## src/rtl/seg7_pkg.sv

```systemverilog
// Shared constants, types and helpers for the seven-segment display monitor.
// Segment patterns are active-low, bit0 = segment a through bit6 = segment g.
package seg7_pkg;

  localparam int STABLE_CYCLES_DEF = 4;

  localparam logic [6:0] SEG_0     = 7'h40;
  localparam logic [6:0] SEG_1     = 7'h79;
  localparam logic [6:0] SEG_2     = 7'h24;
  localparam logic [6:0] SEG_3     = 7'h30;
  localparam logic [6:0] SEG_4     = 7'h19;
  localparam logic [6:0] SEG_5     = 7'h12;
  localparam logic [6:0] SEG_6     = 7'h02;
  localparam logic [6:0] SEG_7     = 7'h78;
  localparam logic [6:0] SEG_8     = 7'h00;
  localparam logic [6:0] SEG_9     = 7'h18;
  localparam logic [6:0] SEG_BLANK = 7'h7F;

  // IDLE: no reference digit held; TRACK: digit_q is the reference for sequencing.
  typedef enum logic {
    ST_IDLE  = 1'b0,
    ST_TRACK = 1'b1
  } state_t;

  typedef struct packed {
    logic       valid;
    logic       blank;
    logic [3:0] digit;
  } dec_t;

  function automatic logic [3:0] next_digit(input logic [3:0] d);
    return (d == 4'd9) ? 4'd0 : d + 4'd1;
  endfunction

endpackage

```

## src/rtl/seg7_if.sv

```systemverilog
// Bundle of the observed segment bus and the monitor's decoded/status outputs.
// seg_in has no handshake: it is sampled every cycle; the pulse outputs are one-cycle strobes.
interface seg7_if #(
  parameter int ERR_CNT_W = 8
);
  import seg7_pkg::*;

  logic [6:0]           seg_in;
  logic [3:0]           digit;
  logic                 digit_valid;
  logic                 blank;
  logic                 new_digit;
  logic                 wrap;
  logic                 decode_err;
  logic                 seq_err;
  logic [ERR_CNT_W-1:0] err_count;
  state_t               state_dbg;

  modport master (
    output seg_in,
    input  digit, digit_valid, blank, new_digit, wrap,
    input  decode_err, seq_err, err_count, state_dbg
  );

  modport slave (
    input  seg_in,
    output digit, digit_valid, blank, new_digit, wrap,
    output decode_err, seq_err, err_count, state_dbg
  );

endinterface

```

## src/rtl/seg7_decode.sv

```systemverilog
// Combinational pattern decoder: valid=1 for digits 0..9, blank=1 for all-off,
// both low for any other (illegal) pattern.
module seg7_decode
  import seg7_pkg::*;
(
  input  logic [6:0] seg_i,
  output dec_t       dec_o
);

  always_comb begin
    dec_o = '0;
    case (seg_i)
      SEG_0:     dec_o = '{valid: 1'b1, blank: 1'b0, digit: 4'd0};
      SEG_1:     dec_o = '{valid: 1'b1, blank: 1'b0, digit: 4'd1};
      SEG_2:     dec_o = '{valid: 1'b1, blank: 1'b0, digit: 4'd2};
      SEG_3:     dec_o = '{valid: 1'b1, blank: 1'b0, digit: 4'd3};
      SEG_4:     dec_o = '{valid: 1'b1, blank: 1'b0, digit: 4'd4};
      SEG_5:     dec_o = '{valid: 1'b1, blank: 1'b0, digit: 4'd5};
      SEG_6:     dec_o = '{valid: 1'b1, blank: 1'b0, digit: 4'd6};
      SEG_7:     dec_o = '{valid: 1'b1, blank: 1'b0, digit: 4'd7};
      SEG_8:     dec_o = '{valid: 1'b1, blank: 1'b0, digit: 4'd8};
      SEG_9:     dec_o = '{valid: 1'b1, blank: 1'b0, digit: 4'd9};
      SEG_BLANK: dec_o = '{valid: 1'b0, blank: 1'b1, digit: 4'd0};
      default:   dec_o = '0;
    endcase
  end

endmodule

```

## src/rtl/seg7_monitor.sv

```systemverilog
// Watches an asynchronous seven-segment bus, qualifies stable patterns and
// reports decoded digits, sequence/decode errors and a saturating error count.
module seg7_monitor
  import seg7_pkg::*;
#(
  parameter int STABLE_CYCLES = STABLE_CYCLES_DEF,
  parameter int ERR_CNT_W     = 8
) (
  input  logic  clock,
  input  logic  reset,
  seg7_if.slave bus
);

  localparam logic [3:0] STABLE_C = 4'(STABLE_CYCLES);

  logic [6:0]           sync1_q, seg_s_q, last_q, last_d;
  logic [3:0]           cnt_q, cnt_d;
  state_t               state_q, state_d;
  logic [3:0]           digit_q, digit_d;
  logic                 dv_q, dv_d;
  logic                 blank_q, blank_d;
  logic                 nd_q, nd_d;
  logic                 wrap_q, wrap_d;
  logic                 de_q, de_d;
  logic                 se_q, se_d;
  logic [ERR_CNT_W-1:0] ec_q, ec_d;
  logic                 accept;
  dec_t                 dec;

  seg7_decode u_decode (
    .seg_i (seg_s_q),
    .dec_o (dec)
  );

  // cnt_q is the number of cycles seg_s_q has held its current value, counting
  // the cycle it arrived as 1; comparing against sync1_q keeps latency minimal.
  always_comb begin
    if (sync1_q != seg_s_q) begin
      cnt_d = 4'd1;
    end else if (cnt_q < STABLE_C) begin
      cnt_d = cnt_q + 4'd1;
    end else begin
      cnt_d = cnt_q;
    end
  end

  assign accept = (cnt_q == STABLE_C) && (seg_s_q != last_q);

  always_comb begin
    state_d = state_q;
    last_d  = last_q;
    digit_d = digit_q;
    dv_d    = dv_q;
    blank_d = blank_q;
    nd_d    = 1'b0;
    wrap_d  = 1'b0;
    de_d    = 1'b0;
    se_d    = 1'b0;
    ec_d    = ec_q;
    if (accept) begin
      last_d = seg_s_q;
      if (dec.valid) begin
        nd_d    = 1'b1;
        digit_d = dec.digit;
        dv_d    = 1'b1;
        blank_d = 1'b0;
        state_d = ST_TRACK;
        if (state_q == ST_TRACK) begin
          se_d   = (dec.digit != next_digit(digit_q));
          wrap_d = (dec.digit == 4'd0) && (digit_q == 4'd9);
        end
      end else if (dec.blank) begin
        blank_d = 1'b1;
        dv_d    = 1'b0;
        state_d = ST_IDLE;
      end else begin
        de_d    = 1'b1;
        dv_d    = 1'b0;
        blank_d = 1'b0;
        state_d = ST_IDLE;
      end
    end
    if ((de_d || se_d) && (ec_q != '1)) begin
      ec_d = ec_q + ERR_CNT_W'(1);
    end
  end

  always_ff @(posedge clock or posedge reset) begin
    if (reset) begin
      sync1_q <= SEG_BLANK;
      seg_s_q <= SEG_BLANK;
      last_q  <= SEG_BLANK;
      cnt_q   <= 4'd0;
      state_q <= ST_IDLE;
      digit_q <= 4'd0;
      dv_q    <= 1'b0;
      blank_q <= 1'b0;
      nd_q    <= 1'b0;
      wrap_q  <= 1'b0;
      de_q    <= 1'b0;
      se_q    <= 1'b0;
      ec_q    <= '0;
    end else begin
      sync1_q <= bus.seg_in;
      seg_s_q <= sync1_q;
      last_q  <= last_d;
      cnt_q   <= cnt_d;
      state_q <= state_d;
      digit_q <= digit_d;
      dv_q    <= dv_d;
      blank_q <= blank_d;
      nd_q    <= nd_d;
      wrap_q  <= wrap_d;
      de_q    <= de_d;
      se_q    <= se_d;
      ec_q    <= ec_d;
    end
  end

  assign bus.digit       = digit_q;
  assign bus.digit_valid = dv_q;
  assign bus.blank       = blank_q;
  assign bus.new_digit   = nd_q;
  assign bus.wrap        = wrap_q;
  assign bus.decode_err  = de_q;
  assign bus.seq_err     = se_q;
  assign bus.err_count   = ec_q;
  assign bus.state_dbg   = state_q;

endmodule

```

## src/flat_wrapper.sv

```systemverilog
// flat-port wrapper written by rule: the top's interface ports become plain ports
module seg7_monitor_flat import seg7_pkg::*;
#(
  parameter int STABLE_CYCLES = STABLE_CYCLES_DEF,
  parameter int ERR_CNT_W     = 8
)
  (clock, reset, bus_seg_in, bus_digit, bus_digit_valid, bus_blank, bus_new_digit, bus_wrap, bus_decode_err, bus_seq_err, bus_err_count, bus_state_dbg);
  seg7_if #(.ERR_CNT_W(ERR_CNT_W)) bus_i ();
  input  logic clock;
  input  logic reset;
  input wire logic [$bits(bus_i.seg_in)-1:0] bus_seg_in;
  output wire logic [$bits(bus_i.digit)-1:0] bus_digit;
  output wire logic [$bits(bus_i.digit_valid)-1:0] bus_digit_valid;
  output wire logic [$bits(bus_i.blank)-1:0] bus_blank;
  output wire logic [$bits(bus_i.new_digit)-1:0] bus_new_digit;
  output wire logic [$bits(bus_i.wrap)-1:0] bus_wrap;
  output wire logic [$bits(bus_i.decode_err)-1:0] bus_decode_err;
  output wire logic [$bits(bus_i.seq_err)-1:0] bus_seq_err;
  output wire logic [$bits(bus_i.err_count)-1:0] bus_err_count;
  output wire logic [$bits(bus_i.state_dbg)-1:0] bus_state_dbg;
  assign bus_i.seg_in = bus_seg_in;
  assign bus_digit = bus_i.digit;
  assign bus_digit_valid = bus_i.digit_valid;
  assign bus_blank = bus_i.blank;
  assign bus_new_digit = bus_i.new_digit;
  assign bus_wrap = bus_i.wrap;
  assign bus_decode_err = bus_i.decode_err;
  assign bus_seq_err = bus_i.seq_err;
  assign bus_err_count = bus_i.err_count;
  assign bus_state_dbg = bus_i.state_dbg;
  seg7_monitor #(.STABLE_CYCLES(STABLE_CYCLES), .ERR_CNT_W(ERR_CNT_W)) u_core (.clock(clock), .reset(reset), .bus(bus_i));
endmodule
```

## config.mk

```make
export PLATFORM = sky130hd
export DESIGN_NAME = seg7_monitor_flat
export DESIGN_NICKNAME = d
export VERILOG_FILES = /design/src/rtl/seg7_pkg.sv /design/src/rtl/seg7_if.sv /design/src/rtl/seg7_decode.sv /design/src/rtl/seg7_monitor.sv /design/src/flat_wrapper.sv
export SDC_FILE = /design/constraint.sdc
export NUM_CORES = 1
export LEC_CHECK = 0
export CAP_MARGIN = 20
export CELL_PAD_IN_SITES_DETAIL_PLACEMENT = 0
export CELL_PAD_IN_SITES_GLOBAL_PLACEMENT = 2
export CORE_UTILIZATION = 32
export CTS_CLUSTER_DIAMETER = 50
export CTS_CLUSTER_SIZE = 30
export DETAILED_ROUTE_END_ITERATION = 8
export MAX_ROUTING_LAYER = met4
export PLACE_DENSITY = 0.83
export SLEW_MARGIN = 15
export SYNTH_ARGS = -nofsm -noshare
export SYNTH_HDL_FRONTEND = slang
export SYNTH_HIERARCHICAL = 1
export SYNTH_SLANG_ARGS = --single-unit
```

## constraint.sdc

```tcl
create_clock -name clock -period 2.5 [get_ports clock]
set_input_delay 0.5 -clock clock [delete_from_list [all_inputs] [get_ports clock]]
set_output_delay 0.5 -clock clock [all_outputs]
set_load 0.05 [all_outputs]
```

======== After elaboration in Yosys (flattened, before gate mapping) ========
Index checks and enable logic that the tools add are counted.
storage, ports and cells
  logic and storage cells ................. 57
  output and inout port bits .............. 19
  input bits .............................. 9
  bits in registers ....................... 43
  memories kept ........................... 0
  latch bits .............................. 0
  bits in read-only memories .............. 0
  memory bits (writable) .................. 0
cells by class
  multiply operators ...................... 0
  shift operators ......................... 0
  eq/ne operators ......................... 16
  muxes and demuxes ....................... 17
  $lt $le $gt $ge ......................... 1
  reduce and logical (&&, ||, !) cells .... 8
  bitwise gates (word level) .............. 0
  divide/modulo/power cells ............... 0
  add/subtract/negate cells ............... 3
operator list
  kind                 number
  $pmux 6 s11          1
  $eq 7x7->1 const B   4
  $eq 7x5->1 const B   3
  $eq 7x6->1 const B   2
  $ne 7x7->1           2
  $mux 1               13
  $mux 4               3
  $add 4x1->4 const B  2
  $add 8x1->8 const B  1
  $ne 8x8->1 const B   1
  $eq 7x2->1 const B   1
  $logic_not 7->1      1
  $eq 4x3->1 const B   1
  $eq 4x4->1 const B   1
  $logic_not 4->1      1
  $lt 4x3->1 const B   1
  $ne 4x4->1           1
  $logic_and 1x1->1    3
  $reduce_and 2->1     1
  $reduce_bool 2->1    1
  $logic_or 1x1->1     1

======== Logic depth before layout (Yosys ltp) ========
  word-level depth ........................ 8
  gate-level depth with buffers ........... 11
  mapped depth without buffers ............ 10

======== Hierarchy ========
Netlist, hierarchy kept.
modules (own cells, without submodules)
  module        area each (um^2)  sequential area each (um^2)  times used  cells an instance
  seg7_monitor  1891.8            1102.3                       1           150
  seg7_decode   270.3             0.0                          1           43

======== Worst setup path before layout ========
OpenSTA, ideal clock, no wires.
  path kind ............................... flip-flop to flip-flop
  start point ............................. register u_core.seg_s_q[2]
  end point ............................... register u_core.ec_q[1], in the netlist u_core/bus.err_count[1]
  setup slack ............................. -0.097 ns
  library setup time ...................... 0.126 ns
  data required time ...................... 2.374 ns
  clock period less this slack ............ 2.597 ns
  path buffers ............................ 1
  cell stages (with the launch flop) ...... 11
  arrival time ............................ 2.471 ns
  cells stage by stage .................... dfstp_2 -> buf_2 -> and2b_1 -> nand2_1 -> o2bb2ai_1 -> xnor2_1 -> xnor2_1 -> o31a_1 -> o41ai_4 -> a21oi_2 -> a221o_1
RTL lines
  what                    RTL line             source
  start, declared         seg7_monitor.sv:16   logic [6:0] sync1_q, seg_s_q, last_q, last_d;
  start signal, assigned  seg7_monitor.sv:105  seg_s_q <= sync1_q;
  end signal, assigned    seg7_monitor.sv:102  ec_q <= '0;
  end signal, assigned    seg7_monitor.sv:116  ec_q <= ec_d;
  end, declared           seg7_monitor.sv:26   logic [ERR_CNT_W-1:0] ec_q, ec_d;

==> results.cfg <==
[grt]
antenna_found_initial = 0
grt_max_degree = 44
grt_pass1_wl_um = 7250
grt-ovfl-total = 0
grt_use_total_pct = 13.2
grt_pass1_vias = 1535

[routing]
dr_wl_met3_um = 161
met1_length_um = 2110
vias = 1571
first_iter_violations = 69
wl_um = 4420
firstDrtPassIters = 8
ant_nets = 0
viasPerCell = 4.88
wl_per_cell_um = 13.7
drc = 2
top_layer_used = met4
dr_wl_met2_um = 2060

[die]
io_pins = 28
coreArea_mm2 = 0.00642
die_h_um = 84.2
chipWidth_um = 84.2
core.rowCount = 29
die-area_mm2 = 0.00709
start_util_pct = 33.7

[placed_design]
post-dp-hpwl_um = 2950
portBuffers = 27
gp_congestion = 0.850
dpl.cell_count = 307

[final_layout]
synthToLayoutAreaGrowth_pct = 32.2
nets = 256
fill_cells = 590
stdcell_count = 322
drive_above_1_share_pct = 33.5
diodes = 0
fin_util_pct = 44.5

[clock_network]
root_buffer = clkbuf_8
htree_levels = 2
clock-sinks = 43
postCtsHoldBufs = 0
clkSlewWorstSetupHoldPaths_ns = 0.08
numCtsBuffers = 5
worstSkewPairLatency_ns = 0.30
ctsLongestPathBuffers = 2
cts_tree = built

[setup_path]
slowest_stage = dfstp_2
crit_chain = and2b_2 -> nand2_2 -> o2bb2ai_4 -> xnor2_2 -> xnor2_1 -> o31a_1 -> o41ai_4 -> buf_6 -> a21oi_2 -> a221o_1
cp_num_cells = 10
crit_type = reg2reg
worstPathArrival_ns = 2.66
ff2ff_path_depth = 10
cpPeakStageDelay_ns = 0.59
rr_startpoint = u_core/seg_s_q[2]
startpoint_type = flip-flop
worst-path-buf-inv = 1
crit_required_ns = 2.69
rrSetupSlack_ns = 0.03
cp-end-kind = flip-flop
worstPathMaxFanout = 8
r2r_end = u_core/bus.err_count[1]
path_delay_family = compound AO/OA/AOI/OAI gates

[worst_hold_path]
min_to = u_core/seg_s_q[0]
hp-class = reg2reg
worstHoldPathCells = 0
min_from = u_core/sync1_q[0]

[synth]
synth-main-ff-cell = dfrtp_1
synth_nets = 205
yosysUniqueCellTypes = 48
ys_seq_area_share_pct = 51.0
synth_top_area_share_pct = 25.5
synth-edff-count = 0
yosys.area.top_type = dfstp_2
synth_warnings = 6
yosys-top-cells-area = dfstp_2 26%, dfrtp_1 25%, xor2_1 6.1%
yosysMostFrequentCell = dfrtp_1
synthCells = 193
yosys_register_bits = 43
syn_area_per_cell_um2 = 11.2
netlist_top_cells_count = 22 x dfrtp_1, 21 x dfstp_2, 15 x xor2_1
synth_async_sr_flop_share_pct = 100
syn_area_mm2 = 0.00216

[power_and_ir_drop]
p_leak_nw = 1.24
vdd_drop_max_mv = 0.298
power-per-cell-area_mw_per_mm2 = 470

[sta]
hold_viol = 0
slew_violations = 0
relSlewSlack_pct = 65.5
tightest_slew_ns = 0.518
clock.fmax_mhz = 404
rsz0062_at_grt = true
finalClockSkew_ns = 0.00354
fin_crit_sh_pct = 99.0
finalSetupViolCount = 0
min_period_ns = 2.47

[run]
maxCapViolCount = 0

[run_status]
outcome = finished with violations
violations = design-rule violations
==> worst register-to-register path, delay by kind of cell, from the launching register on <==
kind / cells / cell delay [ns]
xor gates and xnor gates: 2 / 0.30
DFF: 1 / 0.59
buffers and inverters: 1 / 0.18
AOI/OAI and AO/OA: 5 / 0.94
and+or+nand+nor: 2 / 0.35
==> flip-flops by register name (all words and copies together) (netlist names), 4 cells and up <==
| name | count |
|---|---|
| u_core/sync1_q | 7 |
| u_core/bus.digit | 4 |
| u_core/cnt_q | 4 |
| u_core/seg_s_q | 7 |
| u_core/bus.err_count | 8 |
| u_core/last_q | 7 |
==> cell usage in the layout, fill, tap and decap left out, types with 3 or more instances in the layout <==
master	synthesis	final
clkbuf_8	0	5
ha_1	3	3
o21ai_1	4	3
nor4_1	3	3
mux2_2	11	11
nor2_1	10	10
xor2_1	15	15
a21oi_1	6	6
nor2b_1	4	4
clkdlybuf4s50_1	0	27
nand3_1	10	9
inv_1	8	8
buf_4	1	22
xnor2_1	13	11
nand2b_1	3	3
dfstp_2	21	21
nand2_1	10	8
o21ai_0	4	4
and3_1	5	5
dfrtp_1	22	22
==> routing by layer <==
layer	GRT usage (%)	vias to the layer above
met5	-	-
met1	17.5	760
li1	-	771
met3	2.46	7
met2	19.7	33
met4	5.96	0
==> how the worst max path moves through the flow <==
stage | from | to | slack (ns)
floorplan | u_core/seg_s_q[4] | u_core/bus.err_count[1] | -0.07
global placement | u_core/seg_s_q[3] | u_core/bus.err_count[7] | 0.01
detailed placement | u_core/seg_s_q[4] | u_core/bus.err_count[1] | 0.02
CTS | u_core/seg_s_q[4] | u_core/bus.err_count[1] | 0.01
global route | u_core/seg_s_q[3] | u_core/bus.err_count[1] | -0.09
finish | u_core/seg_s_q[2] | u_core/bus.err_count[1] | 0.03
==> per-stage QoR <==
step	setup WS, ns	TNS, ns	hold slack [ns]	instance area (um^2)	total power, mW
after global routing	-0.0936	-0.148	0.383	2860	1.41
after floorplan	-0.0711	-0.0711	0.360	2180	0.805
after global placement	0.0149	0	0.364	2620	0.847
after detailed placement	0.0197	0	0.363	2620	0.846
after CTS	0.0109	0	0.375	2730	1.35
final	0.0261	0	0.374	2860	1.34
==> final cells by class <==
class                           instances  area (um^2)  share of cell area, %
Sequential cell                        43         1100                   38.6
Multi-Input combinational cell        135         1060                   37.2
Timing Repair Buffer                   51          458                   16.0
Tap cell                               77         96.3                   3.37
Clock buffer                            6         93.8                   3.28
Inverter                                8         30.0                   1.05
Clock inverter                          2         13.8                  0.482
==> timing repair <==
| item | CTS | global route |
|---|---|---|
| endpoints found under the setup margin | 1 | 8 |
| pin swaps | 0 | 2 |
| cloned | 0 | 0 |
| buffers inserted | 0 | 7 |
| resized for setup | 1 | 13 |
==> report_power, final <==
group | switching [mW] | internal [mW] | leakage (nW)
clock | 0.241 | 0.257 | 0.0563
combinational | 0.0562 | 0.0552 | 0.662
sequential | 0.0169 | 0.718 | 0.522
total | 0.314 | 1.03 | 1.24
==> logic make-up after synthesis <==
| logic type | count (synthesis) | share of synthesized area (%) |
|---|---|---|
| fa+ha+maj | 3 | 1.74 |
| compound gates | 31 | 10.8 |
| xor+xnor | 28 | 11.3 |
| mux | 11 | 5.73 |
| buf+inv | 15 | 3.65 |
| flops | 43 | 51.0 |
| simple gates | 62 | 15.8 |
Power figures use the tool's default switching activity.
